==> config.mk <==
export PLATFORM = sky130hd
export DESIGN_NAME = i2c_slave_resp
export DESIGN_NICKNAME = d
export VERILOG_FILES = /design/src/rtl/data_types_pkg.sv /design/src/rtl/i2c_bus_cond_det.sv /design/src/rtl/i2c_slave_resp.sv
export SDC_FILE = /design/constraint.sdc
export NUM_CORES = 1
export LEC_CHECK = 0
export CORE_UTILIZATION = 37
export DETAILED_ROUTE_END_ITERATION = 16
export HOLD_SLACK_MARGIN = 0.03
export PLACE_DENSITY = 0.67
export SYNTH_ARGS = -nofsm -noshare
export SYNTH_HDL_FRONTEND = slang
export SYNTH_HIERARCHICAL = 1
export SYNTH_SLANG_ARGS = --single-unit
==> constraint.sdc <==
create_clock -name clk_i -period 3.08 [get_ports clk_i]
set_input_delay 0.616 -clock clk_i [delete_from_list [all_inputs] [get_ports clk_i]]
set_output_delay 0.616 -clock clk_i [all_outputs]
set_load 0.01 [all_outputs]
==> src/rtl/data_types_pkg.sv <==
// Shared types and constants for the I2C slave responder: FSM states,
// default bus widths and the R/W bit encoding of the address byte.
package data_types_pkg;

  localparam int I2C_ADDR_WIDTH_DEF = 7;
  localparam int I2C_DATA_WIDTH_DEF = 8;

  localparam logic RW_WRITE = 1'b0;
  localparam logic RW_READ  = 1'b1;

  typedef enum logic [2:0] {
    IDLE,
    ADDR,
    ADDR_ACK,
    WR_DATA,
    WR_ACK,
    RD_DATA,
    RD_ACK,
    WAIT_STOP
  } state_t;

endpackage

==> src/rtl/i2c_bus_cond_det.sv <==
// Synchronises raw SCL/SDA into the clock domain and decodes SCL edges
// plus START/STOP conditions from the synchronised values.
module i2c_bus_cond_det (
  input  logic clk,
  input  logic rst_n,
  input  logic scl_raw,
  input  logic sda_raw,
  output logic sda,
  output logic scl_rise,
  output logic scl_fall,
  output logic start,
  output logic stop
);

  logic scl_p0, scl_p1, scl_p2;
  logic sda_p0, sda_p1, sda_p2;

  // p0/p1: two-flop synchroniser, p2: history for edge detection
  always_ff @(posedge clk or negedge rst_n) begin
    if (!rst_n) begin
      scl_p0 <= 1'b1;
      scl_p1 <= 1'b1;
      scl_p2 <= 1'b1;
      sda_p0 <= 1'b1;
      sda_p1 <= 1'b1;
      sda_p2 <= 1'b1;
    end else begin
      scl_p0 <= scl_raw;
      scl_p1 <= scl_p0;
      scl_p2 <= scl_p1;
      sda_p0 <= sda_raw;
      sda_p1 <= sda_p0;
      sda_p2 <= sda_p1;
    end
  end

  assign sda      = sda_p1;
  assign scl_rise = scl_p1 & ~scl_p2;
  assign scl_fall = ~scl_p1 & scl_p2;
  assign start    = scl_p1 & scl_p2 & sda_p2 & ~sda_p1;
  assign stop     = scl_p1 & scl_p2 & ~sda_p2 & sda_p1;

endmodule

==> src/rtl/i2c_slave_resp.sv <==
// I2C slave responder: ACKs its address, streams written bytes out on
// wr_data_o and serves read bytes requested through rd_req_o/rd_data_i.
module i2c_slave_resp
  import data_types_pkg::*;
#(
  parameter int                        I2C_ADDR_WIDTH = I2C_ADDR_WIDTH_DEF,
  parameter int                        I2C_DATA_WIDTH = I2C_DATA_WIDTH_DEF,
  parameter logic [I2C_ADDR_WIDTH-1:0] SLAVE_ADDR     = 7'h69
) (
  input  logic                      clk_i,
  input  logic                      rst_n_i,
  input  logic                      scl_i,
  input  logic                      sda_i,
  output logic                      scl_o,
  output logic                      sda_o,
  output logic [I2C_DATA_WIDTH-1:0] wr_data_o,
  output logic                      wr_valid_o,
  output logic                      rd_req_o,
  input  logic [I2C_DATA_WIDTH-1:0] rd_data_i,
  output logic                      start_o,
  output logic                      stop_o,
  output logic                      busy_o
);

  localparam int DW = I2C_DATA_WIDTH;
  localparam int AW = I2C_ADDR_WIDTH;

  logic sda, scl_rise, scl_fall, start, stop;

  i2c_bus_cond_det u_det (
    .clk      (clk_i),
    .rst_n    (rst_n_i),
    .scl_raw  (scl_i),
    .sda_raw  (sda_i),
    .sda      (sda),
    .scl_rise (scl_rise),
    .scl_fall (scl_fall),
    .start    (start),
    .stop     (stop)
  );

  state_t          state, state_nx;
  logic [2:0]      cnt, cnt_nx;
  logic [DW-2:0]   shreg, shreg_nx;
  logic [DW-1:0]   tx, tx_nx;
  logic [DW-1:0]   byte_in;
  logic [DW-1:0]   wr_data_nx;
  logic            sda_nx, wr_valid_nx, rd_req_nx, start_nx, stop_nx, busy_nx;
  logic            rd_req_d;

  assign scl_o = 1'b1;

  always_ff @(posedge clk_i or negedge rst_n_i) begin
    if (!rst_n_i) begin
      state      <= IDLE;
      cnt        <= 3'd0;
      sda_o      <= 1'b1;
      wr_data_o  <= '0;
      wr_valid_o <= 1'b0;
      rd_req_o   <= 1'b0;
      rd_req_d   <= 1'b0;
      start_o    <= 1'b0;
      stop_o     <= 1'b0;
      busy_o     <= 1'b0;
    end else begin
      state      <= state_nx;
      cnt        <= cnt_nx;
      sda_o      <= sda_nx;
      wr_data_o  <= wr_data_nx;
      wr_valid_o <= wr_valid_nx;
      rd_req_o   <= rd_req_nx;
      rd_req_d   <= rd_req_o;
      start_o    <= start_nx;
      stop_o     <= stop_nx;
      busy_o     <= busy_nx;
    end
  end

  always_ff @(posedge clk_i) begin
    shreg <= shreg_nx;
    tx    <= tx_nx;
  end

  always_comb begin
    state_nx    = state;
    cnt_nx      = cnt;
    shreg_nx    = shreg;
    tx_nx       = tx;
    sda_nx      = sda_o;
    wr_data_nx  = wr_data_o;
    wr_valid_nx = 1'b0;
    rd_req_nx   = 1'b0;
    start_nx    = 1'b0;
    stop_nx     = 1'b0;
    busy_nx     = busy_o;
    byte_in     = {shreg, sda};

    // Read byte arrives on rd_data_i the cycle after the request pulse
    if (rd_req_d) tx_nx = rd_data_i;

    if (start) begin
      state_nx = ADDR;
      cnt_nx   = 3'd0;
      sda_nx   = 1'b1;
      start_nx = 1'b1;
      busy_nx  = 1'b0;
    end else if (stop) begin
      state_nx = IDLE;
      sda_nx   = 1'b1;
      stop_nx  = 1'b1;
      busy_nx  = 1'b0;
    end else begin
      case (state)
        ADDR: begin
          if (scl_rise) begin
            shreg_nx = byte_in[DW-2:0];
            cnt_nx   = cnt + 3'd1;
            if (cnt == 3'd7) begin
              sda_nx = 1'b1;
              if (byte_in[DW-1 -: AW] == SLAVE_ADDR) begin
                state_nx  = ADDR_ACK;
                busy_nx   = 1'b1;
                rd_req_nx = (byte_in[0] == RW_READ);
              end else begin
                state_nx = WAIT_STOP;
              end
            end
          end
        end
        // ACK states pull SDA low on the fall and move on at the ACK rise
        ADDR_ACK: begin
          if (scl_fall)      sda_nx = 1'b0;
          else if (scl_rise) state_nx = (shreg[0] == RW_READ) ? RD_DATA : WR_DATA;
        end
        WR_DATA: begin
          if (scl_fall) begin
            sda_nx = 1'b1;
          end else if (scl_rise) begin
            shreg_nx = byte_in[DW-2:0];
            cnt_nx   = cnt + 3'd1;
            if (cnt == 3'd7) begin
              wr_data_nx  = byte_in;
              wr_valid_nx = 1'b1;
              state_nx    = WR_ACK;
            end
          end
        end
        WR_ACK: begin
          if (scl_fall)      sda_nx = 1'b0;
          else if (scl_rise) state_nx = WR_DATA;
        end
        RD_DATA: begin
          if (scl_fall) begin
            sda_nx = tx[DW-1];
            tx_nx  = {tx[DW-2:0], 1'b1};
          end else if (scl_rise) begin
            cnt_nx = cnt + 3'd1;
            if (cnt == 3'd7) state_nx = RD_ACK;
          end
        end
        RD_ACK: begin
          if (scl_fall) begin
            sda_nx = 1'b1;
          end else if (scl_rise) begin
            if (!sda) begin
              rd_req_nx = 1'b1;
              state_nx  = RD_DATA;
            end else begin
              state_nx = WAIT_STOP;
              busy_nx  = 1'b0;
            end
          end
        end
        WAIT_STOP: sda_nx = 1'b1;
        default:   sda_nx = 1'b1;
      endcase
    end
  end

endmodule

### Yosys cells after proc, flatten, opt, wreduce, memory -nomap -nowiden

Cells that the tools add are included.

| word-level totals | value |
|---|---|
| output and inout bits | 15 |
| register bits | 42 |
| input port bits | 12 |

| operators by class | value |
|---|---|
| bitwise operators | 14 |
| mux-type cells | 68 |
| reduce and logical (&&, ||, !) cells | 13 |
| equality and inequality tests | 30 |
| $add $sub $neg | 1 |

Operators with widths:

| cell | number |
|---|---|
| 2-to-1 mux 3 bit | 22 |
| inequality test 4 bit, second input constant | 16 |
| 2-to-1 mux 8 bit | 5 |
| 2-to-1 mux 1 bit | 32 |
| case mux 3 bit (6 select lines) | 1 |
| AND reduction 15 bit | 1 |
| 2-to-1 mux 7 bit | 2 |
| case mux 7 bit (2 select lines) | 1 |
| equality test 3 bit, second input constant | 4 |
| inequality test 4 x 1 -> 1 bit, second input constant | 2 |
| nonzero test 8 bit | 1 |
| AND 1 bit | 7 |
| equality test 7 bit, second input constant | 1 |
| NOT 1 bit | 7 |
| AND reduction 7 bit | 1 |
| equality test 3 x 2 -> 1 bit, second input constant | 2 |
| case mux 3 bit (2 select lines) | 1 |
| AND reduction 6 bit | 1 |
| OR reduction 2 bit | 3 |
| AND reduction 5 bit | 1 |
| inequality test 2 bit, second input constant | 2 |
| inequality test 4 x 3 -> 1 bit, second input constant | 1 |
| case mux 1 bit (2 select lines) | 2 |
| case mux 1 bit (4 select lines) | 1 |
| other kinds (9) | 9 |

### Longest topological paths before layout

Gate-level depths: netlist of the first run.

| logic depth | value |
|---|---|
| depth in word-level cells | 7 |
| gate-level depth with buffers | 7 |
| gate-level depth less buffers | 7 |

### Hierarchy

The synthesis of the first run kept the hierarchy.

By module, submodules not included:

| module | sequential area each (sq um) | cells an instance | area an instance (sq um) | times used |
|---|---|---|---|---|
| i2c_slave_resp | 897.1 | 149 | 1682.9 | 1 |
| i2c_bus_cond_det | 157.7 | 10 | 190.2 | 1 |

### Worst setup path after synthesis of the first run

Ideal clock, no wire load.

| timing | value |
|---|---|
| path type | register -> register |
| start | reg u_det.scl_p1 |
| end | reg wr_data_o[0] |
| data arrival time | 1914 ps |
| path buffers | 0 |
| library setup time | 125 ps |
| stages on the path, launching flop included | 6 |
| slack | 1042 ps |
| clock period less this slack | 2038 ps |
| cells stage by stage | dfstp_2 -> nor2b_1 -> and2_4 -> nand2_4 -> nor4_4 -> mux2_2 |

| between the ends | value |
|---|---|
| elaborated cells between the ends (all ways) | 12 |
| classes of those cells | 11 x bitwise; 1 x reduce/logical |

RTL lines:

| what | line | RTL |
|---|---|---|
| start, declared | i2c_bus_cond_det.sv:15 | `logic scl_p0, scl_p1, scl_p2;` |
| start signal, assigned | i2c_bus_cond_det.sv:29 | `scl_p1 <= scl_p0;` |
| AND 1 bit | i2c_bus_cond_det.sv:38 | `assign scl_rise = scl_p1 & ~scl_p2;` |
| named net scl_rise | i2c_slave_resp.sv:28 | `logic sda, scl_rise, scl_fall, start, stop;` |
| AND reduction 6 bit (no source line) | - |  |
| end signal, assigned | i2c_slave_resp.sv:69 | `wr_data_o <= wr_data_nx;` |
| end, declared | i2c_slave_resp.sv:16 | `output logic [I2C_DATA_WIDTH-1:0] wr_data_o,` |

The timed path passes the listed nets, and every way through them passes these cells.
A chain may end at the register's enable or synchronous reset.

### Worst setup path in the final report of the first run

| timing | value |
|---|---|
| start | reg u_det.sda_p1 (netlist: u_det/sda) |
| end | reg wr_data_o[5] |

| between the ends | value |
|---|---|
| cells in the longest elaborated chain, start to end | 4 |
| elaborated cells between the ends (all ways) | 6 |
| classes of those cells | 5 x bitwise; 1 x reduce/logical |

Ends and longest elaborated chain:

| what | line | RTL |
|---|---|---|
| start, declared | i2c_bus_cond_det.sv:16 | `logic sda_p0, sda_p1, sda_p2;` |
| start signal, assigned | i2c_bus_cond_det.sv:32 | `sda_p1 <= sda_p0;` |
| NOT 1 bit | i2c_bus_cond_det.sv:40 | `assign start = scl_p1 & scl_p2 & sda_p2 & ~sda_p1;` |
| AND 1 bit | i2c_bus_cond_det.sv:40 |  |
| named net start | i2c_slave_resp.sv:28 |  |
| NOT 1 bit (no source line) | - |  |
| AND reduction 6 bit (no source line) | - |  |

The timed path passes the listed nets, and every way through them passes these cells.

==> flow_metrics.env, run 1 <==
export IMPL_overflow=0
export IMPL_dieWidth_microns=73.2
export IMPL_die_h_microns=73.2
export IMPL_crit_start="u_det/sda$_DFF_PN1_"
export IMPL_fp_row_count=25
export IMPL_synth_seq_cells=42
export IMPL_core_sq_um=4790
export IMPL_min_path_type="reg2reg"
export IMPL_drtAntennaViolNets=0
export IMPL_antenna_cells=0
export IMPL_cts_tree="built"
export IMPL_whs_ns=0.358
export IMPL_path_class="reg2reg"
export IMPL_grt_first_pass_wirelength_microns=5600
export IMPL_syn_area_sq_um=1870
export IMPL_worstPathCellList="and4b_1 -> nor2_1 -> nand2_4 -> nor4_4 -> mux2_2"
export IMPL_cp_arrival_ns=2.45
export IMPL_crit_path_end_kind="register"
export IMPL_critPathSlowestCell="dfstp_2"
export IMPL_finalHoldViolCount=0
export IMPL_dr_pass1_iters=4
export IMPL_slew_headroom_pct=48.6
export IMPL_htreeDepth=2
export IMPL_p_int_w=0.00112
export IMPL_setup_viol=0
export IMPL_synth_cell_type_count=47
export IMPL_comb_power_share_pct=24.8
export IMPL_hp_start="u_det/scl_p0$_DFF_PN1_"
export IMPL_synth_cells=159
export IMPL_routed_via_density=5.06
export IMPL_cellPowerDensity_nw_per_um2=711
export IMPL_cellLeakagePower_nw=0.893
export IMPL_synth_ff_type="dfrtp_1"
export IMPL_post_cts_resized=0
export IMPL_peakVddDrop_mv=0.272
export IMPL_clk_latency_ns=0.29
export IMPL_tns_ns=0
export IMPL_post_route_drc_count=0
export IMPL_period_share_pct=73.8
export IMPL_nFillCells=442
export IMPL_drive_gt1_share_pct=17.8
export IMPL_fmax_ghz=0.440
export IMPL_r2r_start="u_det/sda$_DFF_PN1_"
export IMPL_numCtsBuffers=5
export IMPL_synthTopCellsByCount="20 x dfrtp_1, 15 x nand2_1, 13 x nor2_1"
export IMPL_p_switching_w=0.000505
export IMPL_synth_area_leaders="dfrtp_1 27%, edfxtp_1 11%, dfstp_2 9.8%"
export IMPL_pwr_share_seq_pct=48.5
export IMPL_syn_nets=173
export IMPL_synth_edf_count=7
export IMPL_start_kind="register"
export IMPL_p_sw_share_pct=31.2
export IMPL_dp_hpwl_microns=2420
export IMPL_dr_total_vias=1275
export IMPL_final_max_slew_viol_count=0
export IMPL_post_synth_top_count_cell="dfrtp_1"
export IMPL_worstMarginPinSlew_ns=0.760
export IMPL_pin_count=27
export IMPL_ys_async_sr_fraction_pct=64.3
export IMPL_final_net_count=198
export IMPL_outcome="completed"
export IMPL_dr_first_iter_drc_count=31
export IMPL_die_area_sq_um=5350
export IMPL_max_cap_violations=0
export IMPL_cpPeakStageDelay_ns=0.60
export IMPL_wl_per_cell_microns=13.5
export IMPL_initial_core_util_pct=39.1
export IMPL_place_port_buffers=25
export IMPL_cts_buffer_depth=2
export IMPL_cts_root_buf="clkbuf_8"
export IMPL_ys_seq_area_share_pct=56.3
export IMPL_synth_top_cell_by_area="dfrtp_1"
export IMPL_first_global_vias=1218
export IMPL_gp_congestion=0.899
export IMPL_cts_hold_fix_buffers=0
export IMPL_area_growth_syn_to_layout_pct=21.6
export IMPL_cp_required_ns=3.26
export IMPL_grt_use_total_pct=13.9
export IMPL_wl_microns=3400
export IMPL_clk_pin_slew_worst_paths_ns=0.08
export IMPL_rsz0062_at_grt="no"
export IMPL_cp_max_fo=9
export IMPL_clkPwrFrac_pct=26.7
export IMPL_grt_max_degree=28
export IMPL_postCtsSetupRepairBufs=0
export IMPL_yosys_warnings=6
export IMPL_antenna_found_initial=0
export IMPL_clock_sinks=42
export IMPL_min_period_ns=2.27
export IMPL_skew_ns=0.00799
export IMPL_synth_top_area_share_pct=26.7
export IMPL_postSynthAreaPerCell_sq_um=11.8
## state kept, by name, indices dropped and copies added (netlist names), 3 cells and up
name,flops
cnt,3
wr_data_o,8
tx,8
shreg,7
state,3
## final cells by class
cell class / instances / area, sq um / share of cell area (%)
inverters: 2 / 7.51 / 0.329
clock buffers: 5 / 68.8 / 3.02
repair buffers: 27 / 265 / 11.6
flip-flops and latches: 42 / 1050 / 46.3
clock inverters: 3 / 43.8 / 1.92
well taps: 67 / 83.8 / 3.68
multi-input cells: 106 / 754 / 33.1
## metrics by stage
stage               total power, W  utilization (%)  instances  worst slack (ns)  instance area, sq um
CTS                        0.00164             47.6        252             0.783                  2280
global route               0.00173             47.6        252             0.657                  2280
floorplan                  0.00109                -        159              1.04                  1870
detailed placement         0.00120             45.3        244             0.800                  2170
global placement           0.00118             45.3        244             0.858                  2170
finish                     0.00162             47.6        252             0.806                  2280
## worst max-delay path: cells and delay by family (launching register included)
kind / cells / cell delay (ns)
flip-flops: 1 / 0.60
multiplexers: 1 / 0.41
AND/OR/NAND/NOR: 4 / 1.15
## cell usage in the layout, fill, tap and decap left out, types with 2 or more instances in the layout
master and instances:
mux2_2 9, nor2_1 13, a211o_1 2, clkbuf_8 5, buf_4 2, edfxtp_1 7
nand4_1 2, clkdlybuf4s50_1 25, dfxtp_1 8, inv_1 2, dfrtp_1 20, o21ai_0 12
mux2i_1 9, nand4b_1 2, nand2_1 15, nor3_1 2, a21oi_1 4, and4b_1 2
dfstp_2 7, nor2b_1 6, o22ai_1 2, o41ai_1 2, ha_1 2
## layer usage
layer	up-vias	wire (microns)	GRT usage, %
li1	617	-	-
met2	48	1610	22.2
met5	-	0	0
met3	5	226	4.56
met4	0	42	4.58
met1	605	1520	17.8
## cell families after synthesis
| kind of cell | count (synthesis) | synth area share, % |
|---|---|---|
| xor gates and xnor gates | 1 | 0.468 |
| AOI/OAI and AO/OA | 29 | 10.9 |
| other | 1 | 0.200 |
| and+or+nand+nor | 55 | 17.2 |
| muxes | 18 | 10.2 |
| adders and majority gates | 2 | 1.34 |
| DFF | 42 | 56.3 |
| buffers and inverters | 11 | 3.41 |
## power by group through the flow
stage          Sequential (W)  Clock [W]  Combinational, W
2_1_floorplan        0.000740          0          0.000348
3_3_place_gp         0.000793          0          0.000391
3_5_place_dp         0.000796          0          0.000406
4_1_cts              0.000785   0.000449          0.000408
5_1_grt              0.000805   0.000472          0.000454
6_report             0.000785   0.000433          0.000402
## worst paths after layout
| check | endpoint | slack [ns] | cells after the start |
|---|---|---|---|
| worst min-delay path | u_det/scl_p1$_DFF_PN1_ | 0.36 | 0 |
| worst max-delay path | wr_data_o[5]$_DFFE_PN0P_ | 0.81 | 5 |
| worst min register to register | u_det/scl_p1$_DFF_PN1_ | 0.36 | 0 |
| min in group asynchronous | cnt[0]$_DFFE_PN0P_ | 0.68 | 2 |
| worst max register to register | wr_data_o[5]$_DFFE_PN0P_ | 0.81 | 5 |
| max in group asynchronous | sda_o$_DFFE_PN1P_ | 2.10 | 2 |
(Power assumes the default switching activity.)
==> run 2, diff against run 1 <==
--- a/config.mk
+++ b/config.mk
@@ -8,7 +8,7 @@
 export CORE_UTILIZATION = 37
 export DETAILED_ROUTE_END_ITERATION = 16
 export HOLD_SLACK_MARGIN = 0.03
-export PLACE_DENSITY = 0.67
+export PLACE_DENSITY = 0.69
 export SYNTH_ARGS = -nofsm -noshare
 export SYNTH_HDL_FRONTEND = slang
 export SYNTH_HIERARCHICAL = 1
==> constraint.sdc (replaced) <==
create_clock -name clk_i -period 2 [get_ports clk_i]
set_input_delay 0.4 -clock clk_i [delete_from_list [all_inputs] [get_ports clk_i]]
set_output_delay 0.4 -clock clk_i [all_outputs]
set_load 0.01 [all_outputs]
==> run 2 against run 1 <==
Compared with the run above:
- final cell count grew 6.7%
- combinational power up 99%
- critical path depth stayed put
==> flow_metrics.env, run 2 (synthesis results as in run 1) <==
export IMPL_outcome="completed"
export IMPL_place_port_buffers=25
export IMPL_skew_ns=0.00491
export IMPL_setup_viol=0
export IMPL_fp_row_count=25
export IMPL_htreeDepth=2
export IMPL_worstMarginPinSlew_ns=0.509
export IMPL_period_share_pct=97.0
export IMPL_p_sw_share_pct=30.9
export IMPL_dr_pass1_iters=4
export IMPL_path_class="reg2reg"
export IMPL_max_cap_violations=0
export IMPL_min_period_ns=1.94
export IMPL_clk_pin_slew_worst_paths_ns=0.07
export IMPL_final_net_count=215
export IMPL_cts_root_buf="clkbuf_8"
export IMPL_pwr_share_seq_pct=44.9
export IMPL_numCtsBuffers=5
export IMPL_cts_buffer_depth=2
export IMPL_p_int_w=0.00181
export IMPL_post_route_drc_count=0
export IMPL_min_path_type="reg2reg"
export IMPL_die_h_microns=73.2
export IMPL_whs_ns=0.359
export IMPL_final_common_cell="clkdlybuf4s50_1"
export IMPL_antenna_cells=0
export IMPL_area_growth_syn_to_layout_pct=29.9
export IMPL_dp_hpwl_microns=2530
export IMPL_start_kind="register"
export IMPL_cellPowerDensity_nw_per_um2=1080
export IMPL_reg_top3="tx: 8 flops, wr_data_o: 8 flops, shreg: 7 flops"
export IMPL_cellLeakagePower_nw=0.988
export IMPL_antenna_found_initial=0
export IMPL_final_cell_mix="25 x clkdlybuf4s50_1, 20 x dfrtp_1, 19 x buf_4"
export IMPL_initial_core_util_pct=39.1
export IMPL_wl_microns=3630
export IMPL_peakVddDrop_mv=0.505
export IMPL_p_switching_w=0.000812
export IMPL_comb_power_share_pct=30.5
export IMPL_dieWidth_microns=73.2
export IMPL_clkPwrFrac_pct=24.6
export IMPL_grt_use_total_pct=15.2
export IMPL_cp_arrival_ns=2.13
export IMPL_core_sq_um=4790
export IMPL_crit_path_end_kind="register"
export IMPL_finalHoldViolCount=0
export IMPL_grt_max_degree=28
export IMPL_drive_gt1_share_pct=28.7
export IMPL_overflow=0
export IMPL_routed_via_density=4.98
export IMPL_slew_headroom_pct=66.0
export IMPL_cts_tree="built"
export IMPL_cp_max_fo=5
export IMPL_final_max_slew_viol_count=0
export IMPL_die_area_sq_um=5350
export IMPL_first_global_vias=1218
export IMPL_pin_count=27
export IMPL_fmax_ghz=0.515
export IMPL_grt_first_pass_wirelength_microns=5910
export IMPL_nFillCells=431
export IMPL_gp_congestion=0.904
export IMPL_instances_no_fill=269
export IMPL_placed_cells=259
export IMPL_dr_first_iter_drc_count=46
export IMPL_wl_per_cell_microns=13.5
export IMPL_cp_required_ns=2.18
export IMPL_clk_latency_ns=0.30
export IMPL_drtAntennaViolNets=0
export IMPL_fin_total_pwr_w=0.00263
export IMPL_dr_total_vias=1339
export IMPL_clock_sinks=42
==> run 2: worst paths after layout <==
check | startpoint | to | slack, ns | cells after the start
setup reg to reg | u_det/sda$_DFF_PN1_ | state[0]$_DFFE_PN0P_ | 0.06 | 5
setup / recovery | u_det/sda$_DFF_PN1_ | state[0]$_DFFE_PN0P_ | 0.06 | 5
hold reg to reg | u_det/sda_p0$_DFF_PN1_ | u_det/sda$_DFF_PN1_ | 0.36 | 0
max in group asynchronous | rst_n_i | sda_o$_DFFE_PN1P_ | 1.22 | 2
hold / removal | u_det/sda_p0$_DFF_PN1_ | u_det/sda$_DFF_PN1_ | 0.36 | 0
min in group asynchronous | rst_n_i | wr_data_o[7]$_DFFE_PN0P_ | 0.47 | 2
==> run 2: worst max-delay path, cell delays in order, from the launching register on <==
cell and delay, ns:
dfstp_2 0.56, and4b_2 0.28, or2_4 0.28, o32ai_4 0.34, nor2_2 0.09, mux2_2 0.27
==> run 2: through the flow <==
stage	TNS, ns	utilization (%)	worst slack (ns)	cell area [sq um]
finish	0	50.8	0.0593	2430
global route	-0.0270	50.8	-0.0179	2430
CTS	0	50.1	0.00635	2400
detailed placement	-0.0711	47.7	-0.0711	2280
global placement	0	47.7	0.00868	2280
floorplan	0	-	0.0295	1880
==> run 2: timing repair <==
item	CTS	global route
resized for setup	2	6
pin swaps	0	3
hold endpoints to repair	0	0
buffers inserted	0	2
endpoints found under the setup margin	1	4
hold buffers	0	0
==> run 2: area by class of cell <==
cell class	count	area [sq um]	share of cell area, %
sequential	42	1050	43.3
multi-input combinational	106	786	32.3
timing repair buffer	44	393	16.1
tap	67	83.8	3.44
clock buffer	5	68.8	2.83
clock inverter	3	40.0	1.65
inverter	2	7.51	0.308
==> run 2: power groups by stage <==
| stage | registers (W) | clock network (W) | logic (W) |
|---|---|---|---|
| floorplan | 0.00114 | 0 | 0.000537 |
| global placement | 0.00119 | 0 | 0.000741 |
| detailed placement | 0.00119 | 0 | 0.000753 |
| CTS | 0.00118 | 0.000680 | 0.000759 |
| global route | 0.00120 | 0.000705 | 0.000898 |
| finish | 0.00118 | 0.000647 | 0.000800 |
==> run 2: layer usage <==
layer  share of wire, %  vias to the layer above  GRT usage (%)  wire [microns]
met3                5.2                       12           4.42             188
met1                 45                      642           18.6            1630
met2                 47                       32           24.2            1700
li1                   -                      653              -               -
met5                  0                        -              0               0
met4                3.0                        0           7.84             110
==> run 3, diff against run 2 <==
--- a/config.mk
+++ b/config.mk
@@ -5,9 +5,10 @@
 export SDC_FILE = /design/constraint.sdc
 export NUM_CORES = 1
 export LEC_CHECK = 0
+export ABC_CLOCK_PERIOD_IN_PS = 2000
 export CORE_UTILIZATION = 37
 export DETAILED_ROUTE_END_ITERATION = 16
-export HOLD_SLACK_MARGIN = 0.03
+export HOLD_SLACK_MARGIN = 0.12
 export PLACE_DENSITY = 0.69
 export SYNTH_ARGS = -nofsm -noshare
 export SYNTH_HDL_FRONTEND = slang
==> results of run 3 <==
Same layout as run 2: the final DEF is identical, and so are final timing and power.
